**src/rtl/calculation_unit_result_collector.sv**
```systemverilog
// Two-channel result collector: merges the fast ADD/SUB/MUL path and the DIV/SQRT path into one
// ordered stream through a 2-entry output stage. Optional check logic: CALC_COLLECTOR_CHECK_EN.
package calculation;
  typedef enum logic [2:0] {
    ADD  = 3'd0,
    SUB  = 3'd1,
    MUL  = 3'd2,
    DIV  = 3'd3,
    SQRT = 3'd4
  } calculation_select;
endpackage

module calculation_unit_result_collector #(
  parameter int FRACTION_WIDTH = 49,
  parameter int QR_WIDTH       = 26,
  parameter int TAG_WIDTH      = 4
) (
  input  logic                          clk,
  input  logic                          reset,
  input  logic                          in_valid,
  output logic                          in_ready,
  input  calculation::calculation_select in_select,
  input  logic [TAG_WIDTH-1:0]          in_tag,
  input  logic [FRACTION_WIDTH-1:0]     fraction_adder,
  input  logic [FRACTION_WIDTH-1:0]     fraction_subtractor,
  input  logic [FRACTION_WIDTH-1:0]     fraction_multiplier,
  input  logic                          qr_valid,
  output logic                          qr_ready,
  input  calculation::calculation_select qr_select,
  input  logic [TAG_WIDTH-1:0]          qr_tag,
  input  logic [QR_WIDTH-1:0]           quotient_root,
  output logic                          out_valid,
  input  logic                          out_ready,
  output calculation::calculation_select out_select,
  output logic [TAG_WIDTH-1:0]          out_tag,
  output logic [FRACTION_WIDTH-1:0]     calculated_fraction
`ifdef CALC_COLLECTOR_CHECK_EN
  ,
  output logic                          protocol_error
`endif
);

  localparam int QR_SHIFT = FRACTION_WIDTH - 1 - QR_WIDTH;

  if (FRACTION_WIDTH < QR_WIDTH + 1) begin : g_width_check
    $error("FRACTION_WIDTH must be at least QR_WIDTH+1");
  end

  logic                          main_vld_q, main_vld_d;
  calculation::calculation_select main_sel_q, main_sel_d;
  logic [TAG_WIDTH-1:0]          main_tag_q, main_tag_d;
  logic [FRACTION_WIDTH-1:0]     main_frac_q, main_frac_d;
  logic                          skid_vld_q, skid_vld_d;
  calculation::calculation_select skid_sel_q, skid_sel_d;
  logic [TAG_WIDTH-1:0]          skid_tag_q, skid_tag_d;
  logic [FRACTION_WIDTH-1:0]     skid_frac_q, skid_frac_d;
  logic                          prio_qr_q, prio_qr_d;

  logic                          fast_fire, qr_fire, push, pop;
  logic [FRACTION_WIDTH-1:0]     fast_frac, qr_frac;
  calculation::calculation_select push_sel;
  logic [TAG_WIDTH-1:0]          push_tag;
  logic [FRACTION_WIDTH-1:0]     push_frac;

  // A collision always leaves exactly one channel ready, so the two fires are exclusive.
  assign in_ready  = ~skid_vld_q & (~qr_valid | ~prio_qr_q);
  assign qr_ready  = ~skid_vld_q & (~in_valid | prio_qr_q);
  assign fast_fire = in_valid & in_ready;
  assign qr_fire   = qr_valid & qr_ready;
  assign push      = fast_fire | qr_fire;
  assign pop       = main_vld_q & out_ready;

  // Quotient/root has one integer bit; the common format has two, so prepend a zero.
  assign qr_frac = FRACTION_WIDTH'(quotient_root) << QR_SHIFT;

  always_comb begin
    case (in_select)
      calculation::SUB: fast_frac = fraction_subtractor;
      calculation::MUL: fast_frac = fraction_multiplier;
      default:          fast_frac = fraction_adder;
    endcase
  end

  assign push_sel  = qr_fire ? qr_select : in_select;
  assign push_tag  = qr_fire ? qr_tag : in_tag;
  assign push_frac = qr_fire ? qr_frac : fast_frac;

  always_comb begin
    main_vld_d  = main_vld_q;
    main_sel_d  = main_sel_q;
    main_tag_d  = main_tag_q;
    main_frac_d = main_frac_q;
    skid_vld_d  = skid_vld_q;
    skid_sel_d  = skid_sel_q;
    skid_tag_d  = skid_tag_q;
    skid_frac_d = skid_frac_q;
    prio_qr_d   = prio_qr_q;
    if (in_valid && qr_valid && !skid_vld_q) begin
      prio_qr_d = ~prio_qr_q;
    end
    if (pop && skid_vld_q) begin
      // Skid full implies no push this cycle.
      main_sel_d  = skid_sel_q;
      main_tag_d  = skid_tag_q;
      main_frac_d = skid_frac_q;
      skid_vld_d  = 1'b0;
    end else if (push && (pop || !main_vld_q)) begin
      main_vld_d  = 1'b1;
      main_sel_d  = push_sel;
      main_tag_d  = push_tag;
      main_frac_d = push_frac;
    end else if (push) begin
      skid_vld_d  = 1'b1;
      skid_sel_d  = push_sel;
      skid_tag_d  = push_tag;
      skid_frac_d = push_frac;
    end else if (pop) begin
      main_vld_d  = 1'b0;
    end
  end

  always_ff @(posedge clk) begin
    if (reset) begin
      main_vld_q  <= 1'b0;
      main_sel_q  <= calculation::ADD;
      main_tag_q  <= '0;
      main_frac_q <= '0;
      skid_vld_q  <= 1'b0;
      prio_qr_q   <= 1'b1;
    end else begin
      main_vld_q  <= main_vld_d;
      main_sel_q  <= main_sel_d;
      main_tag_q  <= main_tag_d;
      main_frac_q <= main_frac_d;
      skid_vld_q  <= skid_vld_d;
      prio_qr_q   <= prio_qr_d;
    end
  end

  always_ff @(posedge clk) begin
    skid_sel_q  <= skid_sel_d;
    skid_tag_q  <= skid_tag_d;
    skid_frac_q <= skid_frac_d;
  end

  assign out_valid           = main_vld_q;
  assign out_select          = main_sel_q;
  assign out_tag             = main_tag_q;
  assign calculated_fraction = main_frac_q;

`ifdef CALC_COLLECTOR_CHECK_EN
  logic                  qr_hold_q;
  logic [TAG_WIDTH-1:0]  qr_tag_hold_q;
  logic [QR_WIDTH-1:0]   qr_data_hold_q;
  logic                  err_q;
  logic                  fast_bad, qr_bad, qr_unstable;

  assign fast_bad    = fast_fire & ((in_select == calculation::DIV) | (in_select == calculation::SQRT));
  assign qr_bad      = qr_fire & ~((qr_select == calculation::DIV) | (qr_select == calculation::SQRT));
  // A stalled qr request must stay asserted with unchanged tag and payload.
  assign qr_unstable = qr_hold_q & (~qr_valid | (qr_tag != qr_tag_hold_q) |
                                    (quotient_root != qr_data_hold_q));

  always_ff @(posedge clk) begin
    if (reset) begin
      qr_hold_q <= 1'b0;
      err_q     <= 1'b0;
    end else begin
      qr_hold_q <= qr_valid & ~qr_ready;
      if (fast_bad || qr_bad || qr_unstable) begin
        err_q <= 1'b1;
      end
    end
  end

  always_ff @(posedge clk) begin
    qr_tag_hold_q  <= qr_tag;
    qr_data_hold_q <= quotient_root;
  end

  assign protocol_error = err_q;
`endif

endmodule

```
**config.mk**
```make
export PLATFORM = sky130hd
export DESIGN_NAME = calculation_unit_result_collector
export DESIGN_NICKNAME = d
export VERILOG_FILES = /design/src/rtl/calculation_unit_result_collector.sv
export SDC_FILE = /design/constraint.sdc
export NUM_CORES = 1
export LEC_CHECK = 0
export CELL_PAD_IN_SITES_DETAIL_PLACEMENT = 0
export CELL_PAD_IN_SITES_GLOBAL_PLACEMENT = 1
export CORE_MARGIN = 2
export CORE_UTILIZATION = 32
export CTS_CLUSTER_SIZE = 40
export DETAILED_ROUTE_END_ITERATION = 8
export PLACE_DENSITY_LB_ADDON = 0.1
export REMOVE_ABC_BUFFERS = 1
export SLEW_MARGIN = 20
export SYNTH_ARGS = -nofsm -noshare
export SYNTH_HDL_FRONTEND = slang
export SYNTH_SLANG_ARGS = --single-unit
export TNS_END_PERCENT = 20
```
**constraint.sdc**
```tcl
create_clock -name clk -period 4.4 [get_ports clk]
set_input_delay 0.66 -clock clk [delete_from_list [all_inputs] [get_ports clk]]
set_output_delay 0.66 -clock clk [all_outputs]
set_load 0.02 [all_outputs]
```
### After elaboration in Yosys (flattened, before gate mapping)

Index checks and enable logic that the tools add are counted.

* register bits: 115
* latch bits: 0
* bits in writable memories: 0
* bits in read-only memories: 0
* output and inout bits: 59
* memories kept: 0

* $add $sub $neg: 0
* multipliers: 0
* divide/modulo/power cells: 0
* $lt $le $gt $ge: 0
* eq/ne operators: 3
* shifts and indexed selects: 0
* muxes and demuxes: 13
* bitwise gates (word level): 14
* reduce and logical (&&, ||, !) cells: 13

Operator list (number)
* 2-to-1 mux 49 bit: 3
* one-hot mux 49 bit (2 select lines): 1
* 2-to-1 mux 4 bit: 3
* 2-to-1 mux 3 bit: 3
* NOT 1 bit: 6
* AND reduction 3 bit: 2
* bitwise AND 1 bit: 5
* logical AND 1 bit: 4
* nonzero test 2 bit: 2
* == test 3 x 1 -> 1 bit (second input constant): 1
* == test 3 x 2 -> 1 bit (second input constant): 1
* 2-to-1 mux 1 bit: 3
* bitwise OR 1 bit: 3
* zero test 1 bit: 2
* inequality test 2 x 1 -> 1 bit (second input constant): 1
* AND reduction 2 bit: 1
* OR reduction 2 bit: 1
* logical OR 1 bit: 1

### Logic depth before layout (Yosys ltp)

* depth in word-level cells: 8
* gate-level depth with buffers: 7

### Least setup slack after synthesis

OpenSTA, ideal clock, no wires.

* path kind: in2reg
* from: input out_ready
* to: register skid_frac_q[0], enable pin
* setup time: 472 ps
* arrival time: 3287 ps
* setup slack: 642 ps
* stages: 2
* path through: nand2b_1 -> nor2_1

* cells in the longest elaborated chain, start to end: 5
* elaborated cells between the ends (all ways): 7
* those cells by class: bitwise (3); reduce/logical (4)

RTL lines
* start: declaration: RTL line 33 `input logic out_ready,`
* bitwise AND 1 bit (*): RTL line 71 `assign pop = main_vld_q & out_ready;`
* logical OR 1 bit: RTL line 107 `end else if (push && (pop || !main_vld_q)) begin`
* logical AND 1 bit: RTL line 107
* NOT 1 bit (no line)
* AND reduction 3 bit (no line) (*)
* end signal: assignment: RTL line 143 `skid_frac_q <= skid_frac_d;`
* end: declaration: RTL line 56 `logic [FRACTION_WIDTH-1:0] skid_frac_q, skid_frac_d;`

Mark *: on every way between the ends. The rest lies on a longest branch, timed or not.
A chain may end at the register's enable or synchronous reset.

### Final worst setup path

* from: input in_valid
* to: output qr_ready

* cells in the longest elaborated chain, start to end: 3

RTL lines
* start: declaration: RTL line 20 `input logic in_valid,`
* NOT 1 bit: RTL line 67 `assign qr_ready = ~skid_vld_q & (~in_valid | prio_qr_q);`
* bitwise OR 1 bit: RTL line 67
* bitwise AND 1 bit: RTL line 67
* end: declaration: RTL line 28 `output logic qr_ready,`

Every way passes these cells.

==> summary.txt <==
GRT
  – Gr ovfl total: 0
  – GRT Util Overall: 0.207
  – Largest net degree at the start of global routing: between 70 and 80
  – Global-route wire length before repair: 31700 um
  – Initial antenna violation count: 1
  – Vias in the first global route: 5895

Power
  – PwrDens: around 370 nW/um^2
  – Static leakage: 3.13 nW
  – Sw power: around 0.0009 W
  – Sequential Power Share: 0.368
  – Int Power: 0.00254 W
  – Sw frac: 0.257
  – VDD IR max: approximately 0.28 mV
  – Power share of the clock group: 0.423
  – Comb pwr share: 0.209

CTS
  – Cts bufs inserted: 17
  – Clk sinks: 115
  – CTS Root Cell: clkbuf_16
  – Hold_buf cts: 0
  – Clock transition at path regs: about 0.060 ns
  – Setup bufs post-CTS: 0
  – CTS tree: built
  – H-tree depth: 4
  – Worst-skew pair later-pin latency: 0.42 ns
  – Clock buffer depth: 2
  – PostCTS Resize Cnt: 0

Synthesis
  – Asr flop ratio synth: 0
  – Post-synth EDFFs: 56
  – Post-synth top flop: dfxtp_1
  – Synth top area cells: edfxtp_1, dfxtp_1, nor2_1, a211oi_1, a22oi_1
  – Most common cell in the netlist: nor2_1
  – Yosys reg bits: around 120
  – Most common library cells after synthesis: nor2_1, dfxtp_1, edfxtp_1
  – Leading area contributor after synthesis: edfxtp_1
  – Post-synthesis sequential area ratio: 0.483
  – Distinct cells, synth: 44
  – Ys Warns: 0
  – Syn Area/Cell: a little under 10 sq um
  – Syn Inst Count: about 600
  – Synthesized cell area: 5920 sq um
  – Yosys top cell area share: 0.284

Timing
  – Pins Over Slew Limit: 0
  – Max Freq: roughly 380 MHz
  – Crit path time final: approximately 2.7 ns
  – Endpoints failing setup: 0
  – Clock skew: ~0.0081 ns
  – Setup TNS: 0 ns
  – Slew headroom: 0.391
  – Fin. Hold Viols: 0
  – Period Utilization, post-route: 0.603
  – Worst setup slack after layout: 1.75 ns
  – RSZ-0062 raised after global routing: no
  – Slew @ Worst Pin: 0.914 ns

Job
  – Max Cap Viol: 0

Drt
  – Vias: around 5700
  – Post-Route WL: 20400 um
  – DRC viols: 13
  – DRT Pass-1 Iters: 8
  – DR vias/cell: 5.36
  – Routed WL per cell: 19.1 um
  – Post-route ant nets: 0
  – Initial detailed-routing violation count: ~310

Worst setup path
  – Startpoint class of the critical path: primary input
  – CP startpoint: in_valid
  – Crit path kind: primary input to output pin
  – Worst r2r dst: out_select[2]
  – Crit end category: output pin
  – Arr. time, crit path: just under 2 ns
  – Worst setup endpoint: qr_ready
  – Reg2reg path depth: 4
  – Worst r2r src: skid_vld_q
  – CP required: 3.74 ns
  – Crit Path Max Fanout: 4
  – Reg2Reg Setup Slack: roughly 2.2 ns

Die
  – Die Y: between 100 and 150 um
  – Die W: approximately 140 um
  – Core area: 18100 sq um
  – Die area: 19600 sq um
  – I/O pin cnt: 251
  – Row cnt: 49
  – Initial Util: 0.327

Cells and area
  – Area Overhead vs Synth: 54.6%
  – Nets: approximately 1000
  – FILL cells: around 1700
  – Fin cells: about 1100
  – Core Util, Final: 0.506
  – Layout cells sized above 1: 0.0750

Place
  – Routability congestion estimate: between 0.7 and 0.8
  – IO Port Bufs: 250
  – Dpl cells: 1037
  – Pre-CTS WS: approximately 1.4 ns
  – Dpl hpwl: around 14000 um

Hold path
  – Hold WC Path Type: flop to flop
  – Min-delay src: skid_frac_q[16]

Status
  – Status: finished, violations left
  – Failing checks: design-rule violations
[layout make-up]
| type | instances | area [sq um] | share of cell area |
|---|---|---|---|
| timing repair buffer | 261 | 2580 | 0.282 |
| tap | 229 | 287 | 0.0313 |
| multi-input combinational | 430 | 2800 | 0.306 |
| antenna | 1 | 2.50 | 0.000273 |
| sequential | 115 | 2860 | 0.313 |
| inverter | 2 | 7.51 | 0.000820 |
| clock buffer | 22 | 454 | 0.0496 |
| clock inverter | 10 | 158 | 0.0172 |
[sequential cells by signal (all words and copies together), names as in the netlist]
register and flops:
calculated_fraction 49, out_select 3, out_tag 4, out_valid 1, prio_qr_q 1, skid_frac_q 49, skid_sel_q 3, skid_tag_q 4
skid_vld_q 1
[power by group through the flow]
stage / clock (W) / sequential [W] / combinational (W)
floorplan: 0 / 0.00134 / 0.000249
global placement: 0 / 0.00128 / 0.000712
detailed placement: 0 / 0.00128 / 0.000721
CTS: 0.00147 / 0.00126 / 0.000724
global route: 0.00151 / 0.00127 / 0.000774
finish: 0.00145 / 0.00126 / 0.000716
[worst min-delay path by stage]
| stage | cells after the start | slack, ns | endpoint |
|---|---|---|---|
| 3_3_place_gp | 2 | 0.46 | calculated_fraction[33] |
| 5_1_grt | 2 | 0.50 | calculated_fraction[1] |
| 6_report | 2 | 0.48 | calculated_fraction[16] |
| 2_1_floorplan | 2 | 0.46 | calculated_fraction[22] |
| 4_1_cts | 2 | 0.48 | calculated_fraction[16] |
| 3_5_place_dp | 2 | 0.47 | calculated_fraction[40] |
[metal layers]
metal	vias up	wire length, um	part of all wire	GRT usage
met3	18	1210	0.059	0.0482
met5	-	0	0	0
met4	0	282	0.014	0.0787
li1	2789	-	-	-
met2	192	10100	0.49	0.348
met1	2736	8820	0.43	0.260
[through the flow]
stage	cell area, sq um	power [W]	hold slack, ns
floorplan	5640	0.00159	0.455
global placement	8540	0.00199	0.458
detailed placement	8540	0.00200	0.467
CTS	9150	0.00345	0.480
global route	9160	0.00356	0.503
finish	9160	0.00342	0.479
[worst max-delay path, stage by stage]
cell and delay [ns]:
clkdlybuf4s50_1 0.46, nand2b_1 0.14, and2b_1 0.14, clkdlybuf4s50_1 0.60
[cell usage in the layout, fill, tap and decap left out, drive strengths merged, types with 2 or more instances in the layout]
master / Yosys / layout
clkdlybuf4s50: 0 / 247
nor2: 105 / 105
dfxtp: 59 / 59
edfxtp: 56 / 56
a211oi: 46 / 46
a22oi: 46 / 46
a22o: 26 / 26
o31ai: 26 / 26
nor2b: 24 / 24
a21oi: 23 / 23
clkbuf: 22 / 22
o21ai: 21 / 21
o22a: 20 / 20
nor3: 20 / 20
or4: 20 / 20
buf: 35 / 14
and2: 8 / 8
mux2: 7 / 7
a221o: 7 / 7
nand2b: 5 / 5
bufinv: 0 / 4
nand2: 3 / 3
o22ai: 3 / 3
a2111oi: 3 / 3
o221a: 3 / 3
clkinv: 0 / 3
clkinvlp: 0 / 3
xor2: 2 / 2
inv: 2 / 2
or2: 2 / 2
nor3b: 2 / 2
[kinds of logic after synthesis]
kind of cell	Yosys count	synth area share
compound gates	227	0.288
simple gates	194	0.164
buf+inv	59	0.0484
xor+xnor	2	0.00296
mux	7	0.0133
flops	115	0.483
Note: power is estimated with default switching activity, not from simulation.
==> RTL change 1: new RTL, same settings <==
Build with the macro `CALC_COLLECTOR_CHECK_EN` defined.
--- a/src/rtl/calculation_unit_result_collector.sv
+++ b/src/rtl/calculation_unit_result_collector.sv
@@ -1,5 +1,7 @@
 // Two-channel result collector: merges the fast ADD/SUB/MUL path and the DIV/SQRT path into one
 // ordered stream through a 2-entry output stage. Optional check logic: CALC_COLLECTOR_CHECK_EN.
+`define CALC_COLLECTOR_CHECK_EN
+
 package calculation;
   typedef enum logic [2:0] {
     ADD  = 3'd0,
Check against the original RTL (old outputs only; new: protocol_error): equivalent (Yosys induction, for registers that start in step).
==> RTL change 1 against the unedited design <==
The flow now finishes without violations. Via count up 16%. Critical endpoint is now in_ready. Largest power group is now sequential cells. Area after synthesis increased by 30%. Clock skew is 2.8 ps higher. Critical path depth fell by 1. Cell count increased by 27%. Design area grew 20%. Wire length up 21%. Utilization decreased by 4.0 points. Power grew 15%. Sequential cell count up 32. Worst setup slack worse by 150 ps. Count of clock-buffer cells in the layout is 1 higher.
==> RTL change 1: results (changes against the unedited design) <==
* Non-clock buffer total of the final layout at 270 (+3.4%)
* Met2 Track Usage GR at 0.3267 (-0.02174)
* Pre-CTS WS at 1508 ps (+92.55 ps)
* CP max FO at 8 (+4)
* Largest net degree at the start of global routing at 57 (-20%)
* DR WL met2 at 11350 um (+12%)
* Cell total after placement at 1322 (+27%)
* Post-synth top cells: 142 x nand2_1, 91 x dfxtp_1, 79 x nor2_1
* Final non-clock buffer share at 0.2411 (-0.04099)
* Initial detailed-routing violation count at 372 (+21%)
* Slowest cell delay on critical path at 630 ps (+30 ps)
* Number of antenna repair diodes at 0 (-1)
* Slew HR at 0.5065 (+0.1159)
* Post-layout nets at 1214 (+19%)
* Total track usage at 0.1988 (-0.008421)
* Fillers at 2356 (+42%)
* WL met1 at 11310 um (+28%)
* Die area at 25270 um^2 (+29%)
* Met3 wire len at 1795 um (+49%)
* Async SR Flop Fraction at 0 (unchanged)
* Outcome: finished clean
* Netlist cell types at 46 (+4.5%)
* Multi-input logic portion of the cell area at 0.3443 (+0.03818)
* Via count at 6678 (+16%)
* Hold Crit Class: reg2reg
* Number of global-route vias before repair at 6849 (+16%)
* Initial antenna violation count at 0 (-1)
* PD cells at 357.8 nW/um^2 (-4.3%)
* GRT met3 Usage at 0.06173 (+0.01353)
* Synth Area in XOR/XNOR at 0.03533 (+0.03237)
* Synth Area in Compound Gates at 0.2667 (-0.02144)
* Register area at 3503 um^2 (+22%)
* WP data arrival at 2140 ps (+150 ps)
* Sequential area share after synthesis at 0.4559 (-0.02743)
* Share of layout cells above drive strength 1 at 0.1043 (+0.02935)
* Static Leak at 0.004037 uW (+29%)
* Vias/cell at 4.932 (-8.0%)
* Multi-Input Combinational at 582 (+35%)
* Placed Area at 10350 um^2 (+21%)
* Wire length per cell at 18.27 um (-4.2%)
* VDD IR-drop max at 0.2215 mV (-20%)
* Post-synthesis mux area share at 0.01026 (-0.003051)
* PortBufs at 251 (+0.40%)
* Clk tree area frac at 0.05799 (-0.008836)
* Seq Cell Count at 147 (+28%)
* Largest cells by area after synthesis: dfxtp_1 24%, edfxtp_1 22%, nand2_1 6.9%
* First-pass GRT wire length at 39500 um (+25%)
* Met1 Resource Use GR at 0.2552 (-0.004689)
* Syn avg cell area at 9.618 um^2 (-1.9%)
* Clock buffers at 23 (+4.5%)
* DP HPWL at 16540 um (+20%)
* DR pass1 iterations at 4 (-4)
* Non-clock inverters at 4 (+2)
* Setup skew after layout at 10.91 ps (+2.829 ps)
## RTL change 1: cell types whose count changed after synthesis, moves of 27 or more
cell,before,now
a211oi_1,46,1
a21oi_1,23,60
dfxtp_1,59,91
nand2_1,3,142
nand2b_1,4,52
o211a_1,0,27
xnor2_1,0,27
## RTL change 1: final timing paths
kind | from | to | slack, ps | cells past startpoint
worst min-delay path | calculated_fraction[25] | calculated_fraction[25] | 470 | 2
worst min register to register | calculated_fraction[25] | calculated_fraction[25] | 470 | 2
worst max register to register | skid_vld_q | calculated_fraction[15] | 2440 | 6
worst max-delay path | qr_valid | in_ready | 1600 | 3
## RTL change 1: worst max-delay path: cells and delay by family
family                 cells  cell delay, ps
buffers and inverters      2            1250
AO/OA/AOI/OAI              1             230
## RTL change 1: power breakdown
part | leakage [uW] | total, uW | switching [uW] | internal, uW
sequential | 0.00127 | 1550 | 38.6 | 1510
combinational | 0.00246 | 834 | 426 | 408
clock | 0.000306 | 1540 | 585 | 958
total | 0.00404 | 3930 | 1050 | 2880
==> RTL change 2: new RTL, config.mk and constraints unchanged <==
Without the edit above. `main_tag_q` no longer has a reset.
--- a/src/rtl/calculation_unit_result_collector.sv
+++ b/src/rtl/calculation_unit_result_collector.sv
@@ -123,18 +123,20 @@
     if (reset) begin
       main_vld_q  <= 1'b0;
       main_sel_q  <= calculation::ADD;
-      main_tag_q  <= '0;
       main_frac_q <= '0;
       skid_vld_q  <= 1'b0;
       prio_qr_q   <= 1'b1;
     end else begin
       main_vld_q  <= main_vld_d;
       main_sel_q  <= main_sel_d;
-      main_tag_q  <= main_tag_d;
       main_frac_q <= main_frac_d;
       skid_vld_q  <= skid_vld_d;
       prio_qr_q   <= prio_qr_d;
     end
+  end
+
+  always_ff @(posedge clk) begin
+    main_tag_q <= main_tag_d;
   end
 
   always_ff @(posedge clk) begin
Formal check against the unedited RTL: not equivalent (a bounded check fails within 4 cycles, from zero or initial values and one cycle with reset high).
==> RTL change 2 against the unedited design <==
Design area rose by 2.6%. Sequential share of layout area fell by 0.36 points. Sequential cell count stayed put. Worst setup slack got worse by 360 ps. Cell count grew 2.4%. Wire length increased by 12%. Via count increased by 8.8%. Synthesized cell count is 4.5% higher. Power is 2.8% higher. Largest cell class is now multi-input combinational cells. Hold slack better by 58 ps. Maximum frequency is 12% lower. Area after synthesis increased by 3.4%.
==> RTL change 2: results (changes against the unedited design) <==
* Static Leak at 0.003161 uW (+0.86%)
* Netlist cell types at 36 (-18%)
* Hold Crit Class: reg2reg
* Non-clock buffer total of the final layout at 265 (+1.5%)
* RR Startpoint: prio_qr_q
* Largest net degree at the start of global routing at 59 (-17%)
* Number of antenna repair diodes at 0 (-1)
* Sequential area share after synthesis at 0.4740 (-0.009359)
* Fillers at 1783 (+7.1%)
* Post-synth EDFFs at 60 (+7.1%)
* Multi-input logic area at 2970 um^2 (+6.0%)
* Async SR Flop Fraction at 0 (unchanged)
* Seq Cell Count at 115 (unchanged)
* Worst Reg-to-Reg Cells at 5 (+1)
* WL met1 at 9282 um (+5.3%)
* GRT met3 Usage at 0.06191 (+0.01371)
* First-pass GRT wire length at 34230 um (+7.9%)
* PortBufs at 250 (unchanged)
* Pre-CTS WS at 1263 ps (-151.7 ps)
* Slowest cell delay on critical path at 550 ps (-50 ps)
* Met3 wire len at 1985 um (+65%)
* Vias/cell at 5.692 (+6.2%)
* Top sig layer: met5
* R2R Setup Slk at 2200 ps (about the same)
* Clk tree area frac at 0.06381 (-0.003014)
* Register area at 2903 um^2 (+1.4%)
* Met2 Track Usage GR at 0.3771 (+0.02861)
* DP HPWL at 14560 um (+5.7%)
* Final non-clock buffer share at 0.2789 (-0.003105)
* Share of layout cells above drive strength 1 at 0.07541 (+0.0004060)
* FF-to-FF End: out_tag[1]
* Wire length per cell at 20.86 um (+9.4%)
* Min cycle time layout at 3012 ps (+358.7 ps)
* Initial detailed-routing violation count at 388 (+26%)
* Number of global-route vias before repair at 6180 (+4.8%)
* VDD IR-drop max at 0.2630 mV (-5.3%)
* Clock buffers at 20 (-9.1%)
* CP max FO at 30 (+26)
* Synth Flop Type: edfxtp_1
* Worst Tran Pin Value at 953.7 ps (+39.73 ps)
* GPL Wtd Cong at 0.7968 (+0.30%)
* CTS Buf Count at 17 (unchanged)
* Total track usage at 0.2216 (+0.01438)
* Outcome: finished clean
* Post-layout nets at 1041 (+2.2%)
* Root Driver: clkbuf_16
* DR pass1 iterations at 5 (-3)
* Multi-Input Combinational at 448 (+4.2%)
* Met1 Resource Use GR at 0.2693 (+0.009447)
* DR WL met2 at 11140 um (+10%)
* Largest cells by area after synthesis: edfxtp_1 29%, dfxtp_1 18%, a22oi_1 9.6%
RTL change 2: changes by cell type in the layout (fill, tap and decap cells not counted), sizes merged, moves of 28 or more:
| cell | delta |
|---|---|
| nand2 | +28 |
| nor2 | -79 |
| nand3 | +28 |
| nor3 | +33 |
| a211oi | -46 |
| a22oi | +32 |
RTL change 2: power by group:
part	total, uW	internal, uW	switching [uW]	leakage (uW)
clock	1420	938	485	0.000289
sequential	1270	1230	39.1	0.00101
combinational	825	406	419	0.00186
RTL change 2: how the worst min path moves through the flow:
stage	slack (ps)	to	start
2_1_floorplan	500	prio_qr_q	prio_qr_q
5_1_grt	570	calculated_fraction[8]	skid_frac_q[8]
4_1_cts	540	calculated_fraction[38]	skid_frac_q[38]
3_5_place_dp	520	calculated_fraction[46]	skid_frac_q[46]
3_3_place_gp	510	calculated_fraction[30]	skid_frac_q[30]
6_report	540	calculated_fraction[34]	skid_frac_q[34]
RTL change 2: cells by family (layout without fill, tap and decap cells):
kind of cell,count (synthesis),after routing,share of synthesized area
AO/OA/AOI/OAI,242,242,0.2829
AND/OR/NAND/NOR,196,196,0.1734
flip-flops,115,115,0.4740
buffers and inverters,68,299,0.05025
multiplexers,8,8,0.01655
XOR/XNOR,2,2,0.002861
RTL change 2: stage by stage:
| stage | std cells | util | total power (uW) | cell area (um^2) |
|---|---|---|---|---|
| 2_1_floorplan | 565 | - | 1664 | 5824 |
| 3_3_place_gp | 1064 | 0.4677 | 2105 | 8777 |
| 3_5_place_dp | 1064 | 0.4683 | 2119 | 8788 |
| 4_1_cts | 1096 | 0.5002 | 3550 | 9388 |
| 5_1_grt | 1096 | 0.5005 | 3658 | 9393 |
| 6_report | 1096 | 0.5005 | 3518 | 9393 |
